==> src/rtl/mac_bit_column_scheduler.sv <==
// Bit-column scheduler for one bit-serial vertical MAC unit.
// Walks the set bits of a weight group's column mask from MSB to LSB and
// skips zero-contribution columns. Each column result is accumulated at
// its bit weight, and the full-precision sum is handed off with valid/ready.
module mac_bit_column_scheduler #(
   parameter int unsigned W_PREC        = 8,
   parameter int unsigned SUM_ACT_WIDTH = 11,
   parameter int unsigned ACC_WIDTH     = 19,
   localparam int unsigned COL_W        = (W_PREC > 1) ? $clog2(W_PREC) : 1
) (
   input  logic                     clk,
   input  logic                     rst_n,
   input  logic                     in_valid,
   output logic                     in_ready,
   input  logic [W_PREC-1:0]        col_mask,
   input  logic                     skip_zero_mode,
   output logic [COL_W-1:0]         col_sel,
   output logic                     col_valid,
   output logic                     is_msb,
   output logic                     is_skip_zero,
   input  logic [SUM_ACT_WIDTH-1:0] mac_result,
   output logic                     out_valid,
   input  logic                     out_ready,
   output logic [ACC_WIDTH-1:0]     acc_out,
   output logic                     busy
);

   typedef enum logic [1:0] {
      IDLE = 2'd0,
      RUN  = 2'd1,
      DONE = 2'd2
   } state_t;

   state_t                 state_q, state_d;
   logic [W_PREC-1:0]      pending_q, pending_d;
   logic [ACC_WIDTH-1:0]   acc_q, acc_d;
   logic                   skz_q, skz_d;

   logic [COL_W-1:0]       col_enc;
   logic                   last_col;
   logic signed [ACC_WIDTH-1:0] mac_ext;
   logic signed [ACC_WIDTH-1:0] mac_shifted;

   // Priority encoder: index of the highest pending column (later hits win).
   always_comb begin
      col_enc = '0;
      for (int unsigned c = 0; c < W_PREC; c++) begin
         if (pending_q[c]) col_enc = COL_W'(c);
      end
   end

   // Column-result alignment: sign-extend, then weight by the column position.
   always_comb begin
      mac_ext     = {{(ACC_WIDTH-SUM_ACT_WIDTH){mac_result[SUM_ACT_WIDTH-1]}}, mac_result};
      mac_shifted = mac_ext <<< col_enc;
      last_col    = ((pending_q & (pending_q - W_PREC'(1))) == '0);
   end

   // Next-state logic and datapath/handshake outputs.
   always_comb begin
      state_d   = state_q;
      pending_d = pending_q;
      acc_d     = acc_q;
      skz_d     = skz_q;
      in_ready  = 1'b0;
      col_valid = 1'b0;
      col_sel   = '0;
      is_msb    = 1'b0;
      out_valid = 1'b0;
      unique case (state_q)
         IDLE: begin
            in_ready = 1'b1;
            if (in_valid) begin
               pending_d = col_mask;
               skz_d     = skip_zero_mode;
               acc_d     = '0;
               state_d   = (col_mask != '0) ? RUN : DONE;
            end
         end
         RUN: begin
            col_valid = 1'b1;
            col_sel   = col_enc;
            is_msb    = (col_enc == COL_W'(W_PREC-1));
            acc_d     = acc_q + mac_shifted;
            pending_d = pending_q & ~(W_PREC'(1) << col_enc);
            if (last_col) state_d = DONE;
         end
         DONE: begin
            out_valid = 1'b1;
            if (out_ready) state_d = IDLE;
         end
         default: state_d = IDLE;
      endcase
   end

   assign acc_out      = acc_q;
   assign is_skip_zero = skz_q;
   assign busy         = (state_q != IDLE);

   // State and datapath registers, asynchronously cleared.
   always_ff @(posedge clk or negedge rst_n) begin
      if (!rst_n) begin
         state_q   <= IDLE;
         pending_q <= '0;
         acc_q     <= '0;
         skz_q     <= 1'b0;
      end else begin
         state_q   <= state_d;
         pending_q <= pending_d;
         acc_q     <= acc_d;
         skz_q     <= skz_d;
      end
   end

endmodule

==> config.mk <==
export PLATFORM = sky130hd
export DESIGN_NAME = mac_bit_column_scheduler
export DESIGN_NICKNAME = d
export VERILOG_FILES = /design/src/rtl/mac_bit_column_scheduler.sv
export SDC_FILE = /design/constraint.sdc
export NUM_CORES = 1
export LEC_CHECK = 0
export CAP_MARGIN = 30
export CELL_PAD_IN_SITES_DETAIL_PLACEMENT = 1
export CELL_PAD_IN_SITES_GLOBAL_PLACEMENT = 2
export CORE_ASPECT_RATIO = 1.75
export CORE_MARGIN = 8
export CORE_UTILIZATION = 33
export CTS_CLUSTER_DIAMETER = 30
export CTS_CLUSTER_SIZE = 20
export DETAILED_ROUTE_END_ITERATION = 12
export PLACE_DENSITY_LB_ADDON = 0.1
export SLEW_MARGIN = 5
export SYNTH_ARGS = -nofsm -noshare
export SYNTH_HDL_FRONTEND = slang
export SYNTH_SLANG_ARGS = --single-unit
==> constraint.sdc <==
create_clock -name clk -period 10.11 [get_ports clk]
set_clock_uncertainty 0.2 [all_clocks]
set_input_delay 1.011 -clock clk [delete_from_list [all_inputs] [get_ports clk]]
set_output_delay 1.011 -clock clk [all_outputs]
set_load 0.01 [all_outputs]
; Word level (Yosys, flattened, before mapping)
; Cells that the tools add are included.
[word_totals]
regBits = 30
input_bits = 24
elab_cells = 46
[classes]
addsub = 2
n_eq_ne = 6
shifts = 2
muxes = 21
n_bitwise = 3
reduce_logical = 8
[ops]
columns = operator, count
row1 = $pmux W19 S2, 1
row2 = $add A19 B19 Y19, 1
row3 = $mux W19, 1
row4 = $sshl A11 B3 Y19, 1
row5 = $mux W3, 6
row6 = $and A8 B8 Y8, 2
row7 = $pmux W8 S2, 1
row8 = $mux W2, 5
row9 = $logic_not A8 Y1, 1
row10 = $mux W8, 1
row11 = $not A8 Y8, 1
row12 = $reduce_bool A8 Y1, 1
row13 = $shl A1 B3 Y8 const A, 1
row14 = $sub A8 B1 Y8 const B, 1
row15 = $ne A2 B2 Y1 const B, 3
row16 = $pmux W2 S3, 1
row17 = $mux W1, 5
row18 = $reduce_and A2 Y1, 2
row19 = $reduce_bool A2 Y1, 2
row20 = $eq A3 B3 Y1 const B, 1
row21 = $reduce_and A3 Y1, 1
row22 = $eq A2 B1 Y1 const B, 1
row23 = $eq A2 B2 Y1 const B, 1
row24 = $logic_not A2 Y1, 1

; Longest topological paths before layout
[logic_depth]
ltp_word = 11
mapped_depth = 17
mapped_depth_nobuf = 15

; Worst setup path after synthesis
; Ideal clock, no wire load.
[synth_timing]
kind = register to register
start = reg pending_q[1]
end = reg acc_q[18] (netlist: acc_out[18])
setup_ns = 0.118
t_arrival_ns = 3.506
setup_slack_ns = 6.286
path_stages_with_launch = 18
n_path_buf = 2
path_cell_list = dfrtp_1 nand2b_1 a21oi_1 o21ba_2 nor2_1 buf_4 mux2i_1 a211oi_1 a21o_1 ha_1 buf_2 nand4_1 a211oi_1 a2111oi_2 nor3_2 mux2_4 a41o_1 a21o_1
[synth_between]
elab_chain_len = 10
[synth_lines]
columns = element, line
row1 = start: declaration, 35  ; logic [W_PREC-1:0] pending_q, pending_d;
row2 = start signal: assignment, 109  ; pending_q <= pending_d;
row3 = $mux W1, 48  ; if (pending_q[c]) col_enc = COL_W'(c);
row4 = $mux W2, 48
row5 = $mux W3 (5 in a row), 48
row6 = $sshl A11 B3 Y19, 55  ; mac_shifted = mac_ext <<< col_enc;
row7 = $add A19 B19 Y19, 84  ; acc_d = acc_q + mac_shifted;
row8 = $pmux W19 S2, 70  ; unique case (state_q)
row9 = end signal: assignment, 105  ; acc_q <= '0;
row10 = end signal: assignment, 110  ; acc_q <= acc_d;
row11 = end: declaration, 36  ; logic [ACC_WIDTH-1:0] acc_q, acc_d;
; No other way between the ends.
; A chain may end at the register's enable or synchronous reset.

; Worst setup path after layout
[layout_timing]
start = reg pending_q[3]
end = reg acc_q[18] (netlist: acc_out[18])
[layout_between]
elab_chain_len = 8
[layout_lines]
columns = element, line
row1 = $mux W3 (5 in a row), 48
row2 = $sshl A11 B3 Y19, 55
row3 = $add A19 B19 Y19, 84
row4 = $pmux W19 S2, 70
; No other way between the ends.

==> summary by stage <==
Run status
The flow ran to the end, and the final reports show no timing, DRC or antenna violations.

Worst setup path
The required time at the worst-slack endpoint is between 10 and 15 ns. The worst-path cell with the longest stage delay is sky130_fd_sc_hd__ha_1. The type of origin of the critical path is a flop.

The beginning of the worst register-to-register path is pending_q[3]. The element type at the critical path end is a flop. Data arrives at the worst endpoint at around 4.4 ns. The logic depth of the worst register-to-register path is 16. The endpoint of the lowest-slack register-to-register path is acc_out[18]. The worst register-to-register path has a setup slack of approximately 5.7 ns. The critical path in this run is classified as reg2reg. The largest stage delay on the critical path is between 0.4 and 0.5 ns. Of all nets on the critical path, the largest fanout is 10. Traced cell by cell, the critical path runs through inv_1, a21oi_1, o21ba_2, nor2_1, buf_6, mux2i_1, a211oi_1, a21o_1, ha_1, nand4_1, a211oi_1, a2111oi_2, nor3_2, mux2_4, a41o_1, a21o_1.

CTS
TritonCTS built the clock tree. Clock tree synthesis inserted a total of 5 buffers. The post-CTS repair timing setup buffer count is 0. The later-pin clock latency in the skew report is between 0.2 and 0.3 ns. The number of H-tree branching levels is 2.

The clock transition at the register clock pins on the worst setup and hold paths after CTS is about 0.050 ns. The hold buffer count at CTS is 0. Once the clock tree was built, the resizer swapped 0 gates to a different size. The clock root buffer is sky130_fd_sc_hd__clkbuf_16. The clock drives 30 sinks. The number of buffers on the longest clock path is 2.

Placed design
The total placed cells including tap cells is 457. The count of buffers inserted at the top-level ports is between 50 and 60. At the end of routability-driven placement, the weighted congestion stood at roughly 0.85. The HPWL after detailed placement is roughly 7200 um.

Synthesis
In the post-synthesis netlist, the biggest area contributors are sky130_fd_sc_hd__dfrtp_1 (28%), sky130_fd_sc_hd__ha_1 (8.8%), sky130_fd_sc_hd__mux2i_1 (7.4%), sky130_fd_sc_hd__nand2_1 (6.3%), sky130_fd_sc_hd__o21ai_0 (6.1%). The mapped netlist covers 2690 um^2. The synthesized instance count is approximately 330. Among all cell types in the netlist, the one instantiated most often is sky130_fd_sc_hd__nand2_1. Summing the sequential cell areas from Yosys gives ~28% of the chip area. The commonest cells after synthesis are sky130_fd_sc_hd__nand2_1 (45), sky130_fd_sc_hd__o21ai_0 (33), sky130_fd_sc_hd__dfrtp_1 (30). Dividing the synthesized area by the synthesized cell count gives a little over 8 um^2. Yosys mapped a number of flops with a built-in enable equal to 0. The synthesized design contains 30 register bits.

The Yosys step of the flow raised 0 warnings. The number of nets in the synthesized netlist is 370. The unique cell type count in the Yosys netlist is 55. The most frequently used flop master after synthesis is sky130_fd_sc_hd__dfrtp_1.

The share of Yosys cell area claimed by the top area cell type is between 20% and 30%. Summed over all instances, the cell type with the most area after synthesis is sky130_fd_sc_hd__dfrtp_1. After synthesis, the share of flip-flops with an asynchronous set or reset is 100%.

GRT
The overall overflow remaining after global route is 0. The maximum number of pins on one net before global-route repair is 31. The number of antenna violations at the first check in global routing is 0. The overall global routing resource usage is between 10% and 20%. The wire length of the first global-routing pass is 14900 um.

The via count of the first global-routing pass is ~2900.

STA
The final number of setup-violating endpoints is 0. The achievable clock frequency is 0.227 GHz. The max-slew violation total from the final report is 0. Setup repair after global routing left no endpoint under its margin. Adding up every negative setup slack in the final design gives 0 ns. The number of hold violations in the final report is 0. The tightest hold margin is 0.285 ns. Measured against its own limit, the worst slew margin works out to 52.5%. The final worst-path cycle share is between 40 and 50%. Subtracting the final worst setup slack from the clock period gives between 4 and 5 ns. For the pin with the worst max-slew slack, the measured transition is a little over 0.7 ns.

Power
The switching power total is roughly 0.76 mW. In this run, flip-flops and latches consume between 10% and 20% of the power. The internal power consumption is 0.773 mW.

The power density relative to cell area is 445 nW/um^2. IR analysis of the VDD net gives a maximum drop of roughly 0.0002 V. Summed over all cells, the static leakage comes to around 1.6 nW. The switching part of the total power is 49.4%.

The power share of the combinational group is around 75%. The power share of the clock group is 9.3%.

Floorplan
The starting density of the core is 34.0%. The die covers ~11000 um^2. The core outline area is 7910 um^2. The total number of placement rows is 43. The die extent in y is roughly 140 um. The horizontal extent of the die is 84.3 um.

During I/O placement, the number of pins put on the boundary was 52.

Job
The number of violations of the max-capacitance limit is 0.

Routing
The total via count after detailed routing is 2623. The number of design rule violations left after detail routing is 0. The routed design has about 9100 um of wire.

After detailed routing, the met3 layer carries 298 um of wire. Using the TritonRoute via totals, the vias-per-cell ratio works out to between 5 and 6. Before antenna repair, the detailed router went through 4 iterations. The routed wire length on met2 is between 5000 and 6000 um. After detailed routing, the wire length on met1 is around 3400 um. The top routing layer in use is met4.

The wire length per cell is between 15 and 20 um. Once detail routing completed, the nets flagged for antenna violations numbered 0. The number of design-rule violations left by the first detailed-router iteration is 75.

Finish
The final standard cell utilization of the core is roughly 43%. The number of antenna cells inserted is 0. Once layout is complete, the cells apart from fillers number ~460. The net total in the final layout is approximately 420. Counting the fill cells in the layout gives just under 1000. Cells with a size suffix above 1 make up under 10% of the layout.

The relative area change from synthesis to final layout is 27.7%.

Hold path
In this run the most critical hold path is launched from is_skip_zero. The worst hold path endpoint is is_skip_zero. The tightest min-delay check is of the reg2reg type. The count of cells along the worst hold path is 2.
-- cell families (layout without fill, tap and decap cells) --
group,count (synthesis),in the layout,synth area share [%]
compound gates,100,100,24.0
xor+xnor,13,13,4.23
fa+ha+maj,21,21,9.94
buf+inv,26,74,3.95
flops,30,30,27.9
mux,25,25,10.1
simple gates,111,111,19.9
-- flip-flops by register name (all words and copies together) (netlist names) --
signal / cells
acc_out: 19
pending_q: 8
state_q: 2
is_skip_zero: 1
-- critical path, delay by kind of cell (launching register included) --
kind,cells,cell delay (ns)
compound gates,8,1.50
fa+ha+maj,1,0.45
buf+inv,2,0.32
flops,1,0.39
mux,2,0.60
simple gates,3,0.83
-- power groups by stage --
stage	sequential, mW	clock (mW)	combinational [mW]
global placement	0.236	0	1.14
detailed placement	0.237	0	1.16
finish	0.235	0.143	1.15
CTS	0.236	0.148	1.17
global route	0.243	0.151	1.28
floorplan	0.225	0	0.821
-- layout make-up --
type	instances	area (um^2)	area share, %
flip-flops and latches	30	751	21.8
multi-input cells	270	1850	53.7
well taps	90	113	3.27
repair buffers	57	559	16.3
clock buffers	7	133	3.86
inverters	10	37.5	1.09
-- how the worst max path moves through the flow --
stage | startpoint | endpoint
after detailed placement | mac_result[1] | acc_out[18]
after global placement | pending_q[2] | acc_out[18]
after floorplan | pending_q[1] | acc_out[18]
after CTS | pending_q[3] | acc_out[18]
final | pending_q[3] | acc_out[18]
after global routing | pending_q[1] | acc_out[18]
-- per-layer routing --
layer / vias up / global-route usage [%]
met5: - / 0
met4: 0 / 5.79
met3: 11 / 3.01
met2: 39 / 32.7
met1: 1282 / 15.6
li1: 1291 / -
-- layout by cell type, fill, tap and decap left out, types with 3 or more instances in the layout --
| cell type | count |
|---|---|
| sky130_fd_sc_hd__a21o_1 | 9 |
| sky130_fd_sc_hd__a21oi_1 | 21 |
| sky130_fd_sc_hd__a22o_1 | 4 |
| sky130_fd_sc_hd__a31oi_1 | 3 |
| sky130_fd_sc_hd__and2_1 | 5 |
| sky130_fd_sc_hd__buf_4 | 5 |
| sky130_fd_sc_hd__clkbuf_16 | 5 |
| sky130_fd_sc_hd__clkdlybuf4s50_1 | 51 |
| sky130_fd_sc_hd__dfrtp_1 | 30 |
| sky130_fd_sc_hd__ha_1 | 19 |
| sky130_fd_sc_hd__inv_1 | 10 |
| sky130_fd_sc_hd__mux2_2 | 3 |
| sky130_fd_sc_hd__mux2i_1 | 20 |
| sky130_fd_sc_hd__nand2_1 | 45 |
| sky130_fd_sc_hd__nand3_1 | 13 |
| sky130_fd_sc_hd__nor2_1 | 16 |
| sky130_fd_sc_hd__nor2b_1 | 4 |
| sky130_fd_sc_hd__nor3_1 | 5 |
| sky130_fd_sc_hd__o211ai_1 | 3 |
| sky130_fd_sc_hd__o21a_1 | 3 |
| sky130_fd_sc_hd__o21ai_0 | 33 |
| sky130_fd_sc_hd__o31ai_1 | 3 |
| sky130_fd_sc_hd__or3_1 | 4 |
| sky130_fd_sc_hd__or4_1 | 4 |
| sky130_fd_sc_hd__xnor2_1 | 8 |
| sky130_fd_sc_hd__xor2_1 | 5 |
-- stage by stage --
stage	power [mW]	worst slack (ns)	instance area [um^2]
finish	1.53	5.70	3440
global route	1.67	5.35	3440
floorplan	1.05	6.29	2690
detailed placement	1.40	5.54	3310
global placement	1.37	5.46	3300
CTS	1.55	5.68	3440
No activity file was read; power rests on OpenSTA's default activity.
